$ cat src/rtl/mux_arbiter.sv
// Two-requester arbiter driving a registered 2:1 mux with fair tie-breaking.
// Define MUX_ARB_TIMEOUT_EN to force a handover after MAX_HOLD grant cycles.
module mux_arbiter #(
    parameter int unsigned MAX_HOLD = 8
) (
    input  logic clk,
    input  logic rst,
    input  logic req_a,
    input  logic req_b,
    input  logic a,
    input  logic b,
    output logic gnt_a,
    output logic gnt_b,
    output logic sel,
    output logic y,
    output logic y_valid
);

    typedef enum logic [1:0] {
        IDLE,
        GRANT_A,
        GRANT_B
    } state_t;

    state_t     state;
    state_t     state_nxt;
    logic       last_b;
    logic       last_b_nxt;
    logic       sel_nxt;
    logic [7:0] hold_cnt;
    logic [7:0] hold_nxt;
    logic       at_limit;

    if (MAX_HOLD < 2 || MAX_HOLD > 255) begin : g_bad_hold
        $error("mux_arbiter: MAX_HOLD must be 2..255");
    end

`ifdef MUX_ARB_TIMEOUT_EN
    localparam logic [7:0] HOLD_LAST = 8'(MAX_HOLD - 1);
    assign at_limit = (hold_cnt == HOLD_LAST);
`else
    assign at_limit = 1'b0;
`endif

    always_comb begin
        state_nxt = state;
        unique case (state)
            IDLE: begin
                if (req_a && (!req_b || last_b))
                    state_nxt = GRANT_A;
                else if (req_b)
                    state_nxt = GRANT_B;
            end
            GRANT_A: begin
                if (!req_a)
                    state_nxt = req_b ? GRANT_B : IDLE;
                else if (at_limit && req_b)
                    state_nxt = GRANT_B;
            end
            GRANT_B: begin
                if (!req_b)
                    state_nxt = req_a ? GRANT_A : IDLE;
                else if (at_limit && req_a)
                    state_nxt = GRANT_A;
            end
            default: state_nxt = IDLE;
        endcase
    end

    always_comb begin
        sel_nxt    = sel;
        last_b_nxt = last_b;
        if (state_nxt != IDLE) begin
            sel_nxt    = (state_nxt == GRANT_B);
            last_b_nxt = (state_nxt == GRANT_B);
        end
    end

    // At the limit with nobody waiting, the owner restarts its hold window.
    always_comb begin
        hold_nxt = hold_cnt;
        if (state_nxt == IDLE || state_nxt != state)
            hold_nxt = 8'd0;
        else if (at_limit)
            hold_nxt = 8'd0;
        else if (hold_cnt != 8'hff)
            hold_nxt = hold_cnt + 8'd1;
    end

    always_ff @(posedge clk) begin
        if (rst) begin
            state    <= IDLE;
            sel      <= 1'b0;
            last_b   <= 1'b1;
            hold_cnt <= 8'd0;
            y        <= 1'b0;
            y_valid  <= 1'b0;
        end else begin
            state    <= state_nxt;
            sel      <= sel_nxt;
            last_b   <= last_b_nxt;
            hold_cnt <= hold_nxt;
            y        <= sel ? b : a;
            y_valid  <= gnt_a | gnt_b;
        end
    end

    assign gnt_a = (state == GRANT_A);
    assign gnt_b = (state == GRANT_B);

endmodule

$ cat config.mk
export PLATFORM = sky130hd
export DESIGN_NAME = mux_arbiter
export DESIGN_NICKNAME = d
export VERILOG_FILES = /design/src/rtl/mux_arbiter.sv
export SDC_FILE = /design/constraint.sdc
export NUM_CORES = 1
export LEC_CHECK = 0
export CAP_MARGIN = 20
export CORE_AREA = 2 2 39 41
export DETAILED_ROUTE_END_ITERATION = 10
export DIE_AREA = 0 0 41 43
export DONT_BUFFER_PORTS = 1
export HOLD_SLACK_MARGIN = 0.1
export MAX_ROUTING_LAYER = met4
export PLACE_DENSITY_LB_ADDON = 0.05
export SLEW_MARGIN = 20
export SYNTH_ARGS = -nofsm -noshare
export SYNTH_HDL_FRONTEND = slang
export SYNTH_SLANG_ARGS = --single-unit
$ cat constraint.sdc
create_clock -name clk -period 2.9 [get_ports clk]
set_clock_uncertainty 0.1 [all_clocks]
set_input_delay 0.435 -clock clk [delete_from_list [all_inputs] [get_ports clk]]
set_output_delay 0.435 -clock clk [all_outputs]
set_load 0.005 [all_outputs]
# Word level (Yosys, flattened, before mapping)
# Index checks and enable logic that the tools add are counted.
op_classes:
  addsub: 0
  n_mul: 0
  div: 0
  magnitude_cmp: 0
  eq_ne: 3
  shift: 0
  mux: 8
  bitwise_logic: 1
  n_reduce_logical: 5
op_table:
  columns: ["op", "n"]
  rows:
  - ["2-bit two-way mux", 5]
  - ["2-bit case mux with 3 select lines", 1]
  - ["2-bit equality test (second input constant)", 2]
  - ["2-bit by 1-bit equality test with 1-bit output (second input constant)", 1]
  - ["2-bit logical NOT", 1]
  - ["1-bit two-way mux", 2]
  - ["2-bit nonzero test", 1]
  - ["1-bit logical AND", 1]
  - ["1-bit logical NOT", 1]
  - ["1-bit logical OR", 1]
  - ["1-bit OR", 1]
word_totals:
  reg_bits: 6
  latch_bits: 0
  ram_bits: 0
  rom_bits: 0
  in_bits: 6
  output_inout_bits: 5
  wordCells: 22
  n_memories: 0

# Longest topological paths before layout
# Gate-level depths: netlist of the first run.
logic_depth:
  word_depth: 6
  depth_mapped: 6
  ltp_nobuf: 6

# Worst setup path before layout of the first run
# OpenSTA, ideal clock, no wires.
synth_path:
  path_type: "reg2reg"
  startpoint: "reg state[0]"
  endpoint: "reg sel"
  setup_ns: 0.127
  t_arrival_ns: 1.260
  required_time_ns: 2.673
  setup_slack_ns: 1.413
  stages_incl_launch_ff: 7
  path_buffers: 0
  period_less_slack_ns: 1.487
  cell_sequence: "dfxtp_1 > inv_1 > ha_1 > a22oi_1 > o21ai_0 > o21bai_1 > a211oi_2"
synth_lines:
  columns: ["item", "line", "rtl"]
  rows:
  - ["from (decl)", "25", "state_t state;"]
  - ["from (signal assigned)", "99", "state <= state_nxt;"]
  - ["2-bit equality test (*)", null, null]
  - ["named net gnt_b", "13", "output logic gnt_b,"]
  - ["2-bit case mux with 3 select lines (*)", "47", "unique case (state)"]
  - ["2-bit equality test or 2-bit nonzero test (tied branches)", "74, 73", null]
  - ["to (signal assigned)", "100", "sel <= sel_nxt;"]
  - ["to (decl)", "14", "output logic sel,"]
# The timed path passes the listed nets; every way through them passes the cells marked *.
# A chain may end at the register's enable or synchronous reset.

# Worst setup path after layout of the first run
# Ends and elaborated chain as after synthesis.

==> results, run 1 <==
- The run finished with clean final reports.
- The hold buffer count at cts is 0.
- Setup violations remaining at the end of the flow were counted as 0.
- Averaged over all synthesized cells, the footprint is 10.2 um2.
- After the first detailed-routing iteration, the DRC count stood at 1.
- The largest net degree at the start of global routing is 7.
- The worst setup path is launched from a flip-flop.
- In this run the vertical extent of the chip is 43 um.
- The total overflow left after global routing is 0.
- The width of the chip is 41 um.
- The destination of the critical timing path is sel.
- The number of antenna diodes is 0.
- The final critical-path share of the clock period is 56.8%.
- The peak fanout along the critical path is 6.
- The number of buffers created by CTS is 3.
- The proportion of layout cells with a drive suffix above 1 is 21.1%.
- The power per cell area is 603 nW/um2.
- The count of non-filler cells in the finished layout is 54.
- The routed wirelength normalized by instance count is 11.1 um.
- Counting along the longest clock path gives a buffer depth of 2.
- The CTS tree is yes.
- In this run, post-CTS repair resized a total of 0 instances.
- The analysis attributes to cell leakage a power of 0.000165 uW.
- The first TritonRoute pass finished after 2 iterations.
- The die covers 1760 um2.
- The worst setup path is captured at a flip-flop.
- The count of state elements after synthesis is 6.
- Max-cap violations in this run came to 0.
- At the end of routability-driven placement, the weighted congestion stood at 0.642.
- The number of H-tree branching levels is 1.
- Counting buffers and inverters, the worst setup path is 6 cells deep.
- The largest individual stage delay along the critical path comes from the cell sky130_fd_sc_hd__dfxtp_1.
- For the worst setup path, the data arrival time is 1.66 ns.
- The via count of the first global-routing pass is 244.
- Setup repair after global routing left no endpoint under its margin.
- When the netlist entered floorplanning its net count stood at 46.
- The overall power consumption is 240 uW.
- The count of synthesis-stage warnings from yosys is 0.
- The number of endpoints with negative hold slack in the final report came to 0.
- Detailed routing inserted a total of 255 vias.
- Input and output buffers added on the ports amount to 0.
- Clock-pin slew was measured on the worst setup and hold paths at 0.04 ns.
- The most used standard cell by instance count after synthesis is sky130_fd_sc_hd__dfxtp_1.
- The cell area that synthesis handed to floorplanning was 355 um2.
- The most critical setup path has its startpoint at state[0].
- At the pin with the least slew margin, the transition time is 0.267 ns.
- The global routing stage identified its most utilized layer as met2.
- The highest achievable clock rate is 607 MHz.
- The share of the synthesized area in the top cell type is 33.8%.
- After synthesis, the most frequently instantiated cells are sky130_fd_sc_hd__dfxtp_1, sky130_fd_sc_hd__ha_1, sky130_fd_sc_hd__inv_1.
- Walking the worst path, the cells encountered are inv_1, ha_1, a22oi_1, o21ai_0, o21bai_1, a211oi_2.
- The number of post-CTS setup repair buffers is 0.
- The simple-gate area share of the yosys netlist is 12.7%.
- The synthesized netlist devotes 24.6% of its cell area to compound gates.
- The terminus of the critical flop-to-flop path is sel.
- After synthesis, the largest family of logic cells by area is compound AO/OA/AOI/OAI gates.
- Once detail routing completed, the nets flagged for antenna violations numbered 0.
- In this run the count of I/O pins placed on the die edge is 11.
- The met1 track utilization from global routing is 10.3%.
- The launch point of the worst reg-to-reg path is state[0].
- For this run, the leading register cell type out of synthesis is sky130_fd_sc_hd__dfxtp_1.
- The count of flip-flops with a built-in enable after synthesis is 0.
- For this run, the share of the core covered by cells in the final layout is 28.8%.
- The critical path is of the reg -> reg type.
- Detailed placement ended at an HPWL of 488 um.
- The root buffer selected by CTS is sky130_fd_sc_hd__clkbuf_4.
- Summing the areas of all fa, ha and maj instances in the mapped netlist gives 17.6% of the synthesized area.
- Synthesis instantiated 18 different standard cells from the library.
- The average vias per placed instance is 4.72.
- Multiplexer cells account for 7.04% of the synthesized area.
- Counting every sink on the clock net gives 6.
- The required time at the endpoint of the critical path is 2.92 ns.
- Counting every instance in the synthesized netlist gives 35.
- The slack of the worst reg-to-reg path is 1.25 ns.
- The total length of routed wires is 600 um.
- Measured against its own limit, the worst slew margin works out to 82.2%.
- The hold path startpoint is rst.
- The global-route met2 utilization is 11.6%.
- The delay of the slowest cell on the worst path is 0.43 ns.
- The final net count is 51.
- For the final routed database, the setup TNS stands at 0 ns.
- Counting both buffers and inverters, the worst setup path holds a total of 1.
- For this configuration, the core starts out at a cell density of 25.7%.
- The depth of the most critical reg-to-reg path is 6.
- The wire length of the first global-routing pass is 966 um.
- The global-route track usage on met3 is 2.09%.
- The insertion delay of the later-clocked pin in the worst-skew pair is 0.24 ns.
- The synthesized netlist devotes 0% of its cell area to XOR and XNOR gates.
- The number of placed cells counting well taps is 51.
- By area the synthesized netlist is led by sky130_fd_sc_hd__dfxtp_1, sky130_fd_sc_hd__ha_1, sky130_fd_sc_hd__a32oi_2.
- The number of antenna violations at the first check in global routing is 0.
- The largest total area in the synthesized netlist belongs to sky130_fd_sc_hd__dfxtp_1.
- The classification of the worst-slack hold path is in -> reg.
- The residual DRC count is 0.
- The fraction of registers with async set or reset after synthesis is 0%.
- The total area inside the core boundary comes to 1380 um2.
- Global routing consumed, over all layers together, 8.75% of the routing resources.
- The sequential cell area fraction in the yosys report is 33.8%.
- From synthesis to final layout, the design area changed by 12.0%.
- VDD sags by at most 0.198 mV.
- The number of placement rows is 14.
- The post-layout minimum cycle time is 1.65 ns.
- The max-slew violation total from the final report is 0.
- The largest delay contributor family on the critical path is compound AO/OA/AOI/OAI gates.
worst register-to-register path, stage by stage, from the launching register on:
cell and delay, ns:
sky130_fd_sc_hd__dfxtp_1 0.43, sky130_fd_sc_hd__inv_1 0.12, sky130_fd_sc_hd__ha_1 0.26, sky130_fd_sc_hd__a22oi_1 0.15, sky130_fd_sc_hd__o21ai_0 0.10, sky130_fd_sc_hd__o21bai_1 0.25, sky130_fd_sc_hd__a211oi_2 0.11
area by class of cell:
| type | instances | area (um2) |
|---|---|---|
| clock buffers | 3 | 22.5 |
| well taps | 16 | 20.0 |
| multi-input cells | 25 | 220 |
| inverters | 4 | 15.0 |
| fillers | 142 | 986 |
| flip-flops and latches | 6 | 120 |
sequential cells by signal (all words and copies together) (netlist names):
register and flops:
y 1, state 2, sel 1, y_valid 1, last_b 1
cells in the final DEF, fill, tap and decap left out, types with 2 or more instances in the layout:
cell                       netlist  layout
sky130_fd_sc_hd__a22oi_1         2       2
sky130_fd_sc_hd__clkbuf_4        0       3
sky130_fd_sc_hd__dfxtp_1         6       6
sky130_fd_sc_hd__ha_1            5       5
sky130_fd_sc_hd__inv_1           4       4
sky130_fd_sc_hd__nand2b_1        2       2
sky130_fd_sc_hd__nor2_1          3       3
sky130_fd_sc_hd__o21ai_0         2       2
where the power goes:
group	leakage, uW	switching (uW)	total [uW]	internal (uW)
registers	0.0000496	11.3	108	96.3
logic	0.000102	29.3	59.9	30.6
clock network	0.0000138	26.0	72.5	46.5
total	0.000165	66.6	240	173
cells by family after synthesis:
kind of cell,Yosys count
mux,2
fa+ha+maj,5
compound gates,10
simple gates,8
flops,6
buf+inv,4
worst min path at each step:
stage	end	cells past startpoint	slack [ns]
global route	sel	1	0.15
floorplan	sel	2	0.38
detailed placement	sel	2	0.39
CTS	sel	1	0.15
finish	sel	1	0.16
global placement	sel	2	0.40
layer usage:
layer / vias up / share of wire [%]
met2: 12 / 48
met1: 112 / 43
met4: 0 / 0
met5: - / 0
met3: 0 / 9.3
li1: 131 / -
per-stage QoR:
step	hold WS [ns]	setup slack (ns)	cell area [um2]
2_1_floorplan	0.376	1.41	355
3_3_place_gp	0.398	1.25	375
3_5_place_dp	0.392	1.23	375
4_1_cts	0.150	1.22	398
5_1_grt	0.148	1.06	398
6_report	0.157	1.25	398
Note: power is estimated with default switching activity, not from simulation.
==> inputs of run 2 (changes only) <==
Clock period 2.9 ns to 1.4 ns, I/O delays scaled along.
==> results, run 2 (synthesized netlist as in run 1, its figures left out) <==
- The endpoint arrival time on the critical path is 1.43 ns (-0.23 ns).
- The number of H-tree branching levels is 1 (unchanged).
- The worst max-slew margin expressed relative to the limit is 84.8% (+2.6 points).
- The total length of routed wires is 763 um (+27%).
- The antenna violation net count after detailed routing is 0 (unchanged).
- The iteration-0 DRC count of the detailed router was 1 (unchanged).
- The number of iterations in the first detailed-routing pass is 2 (unchanged).
- Setup repair after global routing could not meet its margin everywhere.
- The setup path with the least slack is of type reg -> reg.
- The final net count was 62 (+22%).
- The number of buffers on the longest clock path is 2 (unchanged).
- The final-layout setup total negative slack is 0 ns (unchanged).
- The residual DRC count is 0 (unchanged).
- The area of the placeable core came to 1380 um2 (unchanged).
- The pin slew with the least headroom to its limit is 0.228 ns (-0.0395 ns).
- The launch point of the worst reg-to-reg path is state[0].
- The highest achievable clock rate is 715 MHz (+18%).
- The worst register-to-register path ends at state[0].
- The maximum ir drop on the vdd rail is 0.422 mV (+110%).
- The initial core utilization came to 25.7% (unchanged).
- The number of buffers created by CTS is 3 (unchanged).
- STA classifies the critical path startpoint as a flip-flop.
- The library cells used most frequently in the layout, excluding fill and tap cells, are sky130_fd_sc_hd__buf_4, sky130_fd_sc_hd__dfxtp_1, sky130_fd_sc_hd__nor2_1, sky130_fd_sc_hd__clkbuf_4, sky130_fd_sc_hd__dlygate4sd3_1.
- The overall die area is 1760 um2 (unchanged).
- The flow ran to the end, and the final reports show no timing, DRC or antenna violations.
- The floorplan die height came to 43 um (unchanged).
- The CTS tree is yes.
- The number of cells traversed by the worst hold path is 3 (+2).
- The number of vias in the routed layout was 313 (+23%).
- state holds more flip-flops than any other register.
- The via count of the first global-routing pass is 333 (+36%).
- Compared with the post-synthesis result, the final layout area differs by 53.5%.
- The wire length of the first global-routing pass was 1260 um (+30%).
- The post-detailed-placement cell area was 432 um2 (+15%).
- The final critical-path share of the clock period came to 99.9% (+43 points).
- The final weighted congestion of routability-driven global placement is 0.601 (-6.5%).
- The sink count of the clock tree was 6 (unchanged).
- The width of the chip is 41 um (unchanged).
- The number of max-capacitance violations reported came to 0 (unchanged).
- The insertion delay of the later-clocked pin in the worst-skew pair is 0.24 ns (about the same).
- The root buffer selected by CTS is sky130_fd_sc_hd__clkbuf_4.
- The leakage component of the power is 0.000224 uW (+36%).
- The final worst setup slack is 0.00126 ns (-1.25 ns).
- The average vias per placed instance is 4.82 (+2.0%).
- The power per cell area is 1110 nW/um2 (+83%).
- The half-perimeter wire length of the detailed placement result is 592 um (+21%).
- The critical path capture point type is a flip-flop.
- The I/O pin count came to 11 (unchanged).
- The final global-route overflow total came to 0 (unchanged).
- The proportion of layout cells with a drive suffix above 1 was 53.1% (+32 points).
- The worst-case setup slack after placement was -0.126 ns (-1.35 ns).
- The met2 layer wire length in the routed design is 396 um (+38%).
- The slack of the worst reg-to-reg path is 0.001 ns (-1.25 ns).
- The library cell used most frequently in the layout, excluding fill and tap cells, is sky130_fd_sc_hd__buf_4.
- The post-route met1 wirelength is 294 um (+15%).
- The number of I/O port buffers came to 0 (unchanged).
- The hold path startpoint is req_a.
- The largest net degree at the start of global routing is 7 (unchanged).
- The cell area after layout is 546 um2 (+37%).
- The post-layout minimum cycle time is 1.40 ns (-0.248 ns).
- The classification of the worst-slack hold path is in -> reg.
- The post-route core utilization is 39.4% (+11 points).
- The max-slew violation total from the final report is 0 (unchanged).
- The routed wirelength normalized by instance count was 11.7 um (+5.6%).
- The number of placement rows was 14 (unchanged).
- The number of antenna diodes is 0 (unchanged).
- The number of endpoints failing setup at the final stage was 0 (unchanged).
- The post-CTS clock slew at the launch and capture registers of the worst setup and hold paths is 0.04 ns (about the same).
- The amount of wire on met3 after detailed routing is 50 um (-11%).
- The number of endpoints with negative hold slack in the final report was 0 (unchanged).
- The top routing layer in use is met4.
- The overall track demand over capacity in global routing is 11.2% (+2.5 points).
- The terminating pin of the worst hold path is state[1].
- The flip-flop count of the largest register, all copies and words added is 2 (unchanged).
- The required time at the endpoint of the critical path is 1.43 ns (-1.49 ns).
- The number of antenna violations at the first check in global routing is 0 (unchanged).
- The depth of the most critical reg-to-reg path is 5 (-1).
- The peak fanout along the critical path is 4 (-2).
[run 2: layout make-up]
cell class | count | area (um2)
Multi-Input combinational cell | 25 | 262
Sequential cell | 6 | 128
Fill cell | 144 | 838
Tap cell | 16 | 20.0
Timing Repair Buffer | 11 | 93.8
Clock buffer | 3 | 22.5
Inverter | 4 | 20.0
[run 2: worst max-delay path by stage]
| stage | from | to | slack [ns] | depth (start not counted) |
|---|---|---|---|---|
| CTS | state[0] | state[0] | -0.008 | 5 |
| detailed placement | state[1] | sel | -0.13 | 7 |
| finish | state[0] | state[0] | 0.001 | 5 |
| global placement | state[1] | last_b | -0.10 | 7 |
| global route | state[0] | last_b | -0.06 | 6 |
| floorplan | state[0] | sel | 0.004 | 6 |
[run 2: per-layer routing]
| layer | track usage (%) | vias up |
|---|---|---|
| li1 | - | 154 |
| met1 | 12.6 | 142 |
| met2 | 15.3 | 13 |
| met3 | 3.14 | 4 |
| met4 | 10.0 | 0 |
| met5 | - | - |
[run 2: worst max-delay path: stages, from the launching register on]
cell	delay, ns
sky130_fd_sc_hd__dfxtp_4	0.36
sky130_fd_sc_hd__buf_6	0.12
sky130_fd_sc_hd__mux2_4	0.25
sky130_fd_sc_hd__a32oi_2	0.18
sky130_fd_sc_hd__o22ai_2	0.13
sky130_fd_sc_hd__and2_4	0.15
[run 2: where the power goes]
| group | switching (uW) | total, uW | internal (uW) |
|---|---|---|---|
| combinational | 89.6 | 216 | 126 |
| sequential | 29.4 | 232 | 202 |
| clock | 58.6 | 155 | 96.7 |
| total | 178 | 603 | 425 |
[run 2: repair_timing]
item	4_1_cts	5_1_grt
pin swaps	5	7
hold buffers	3	0
endpoints found under the hold margin	6	0
endpoints found under the setup margin	4	5
setup buffers	0	2
gates resized for setup	13	5
[run 2: metrics by stage]
step	std cells	hold WS (ns)	power (uW)
floorplan	35	0.175	330
global placement	58	0.177	397
detailed placement	58	0.181	402
CTS	63	0.190	587
global route	65	0.184	658
finish	65	0.169	603
==> inputs of run 3 (changes only) <==
Settings changed: CTS_CLUSTER_DIAMETER set to 30.
==> results of run 3 <==
No change in the layout: final DEF, timing and power equal those of run 2.
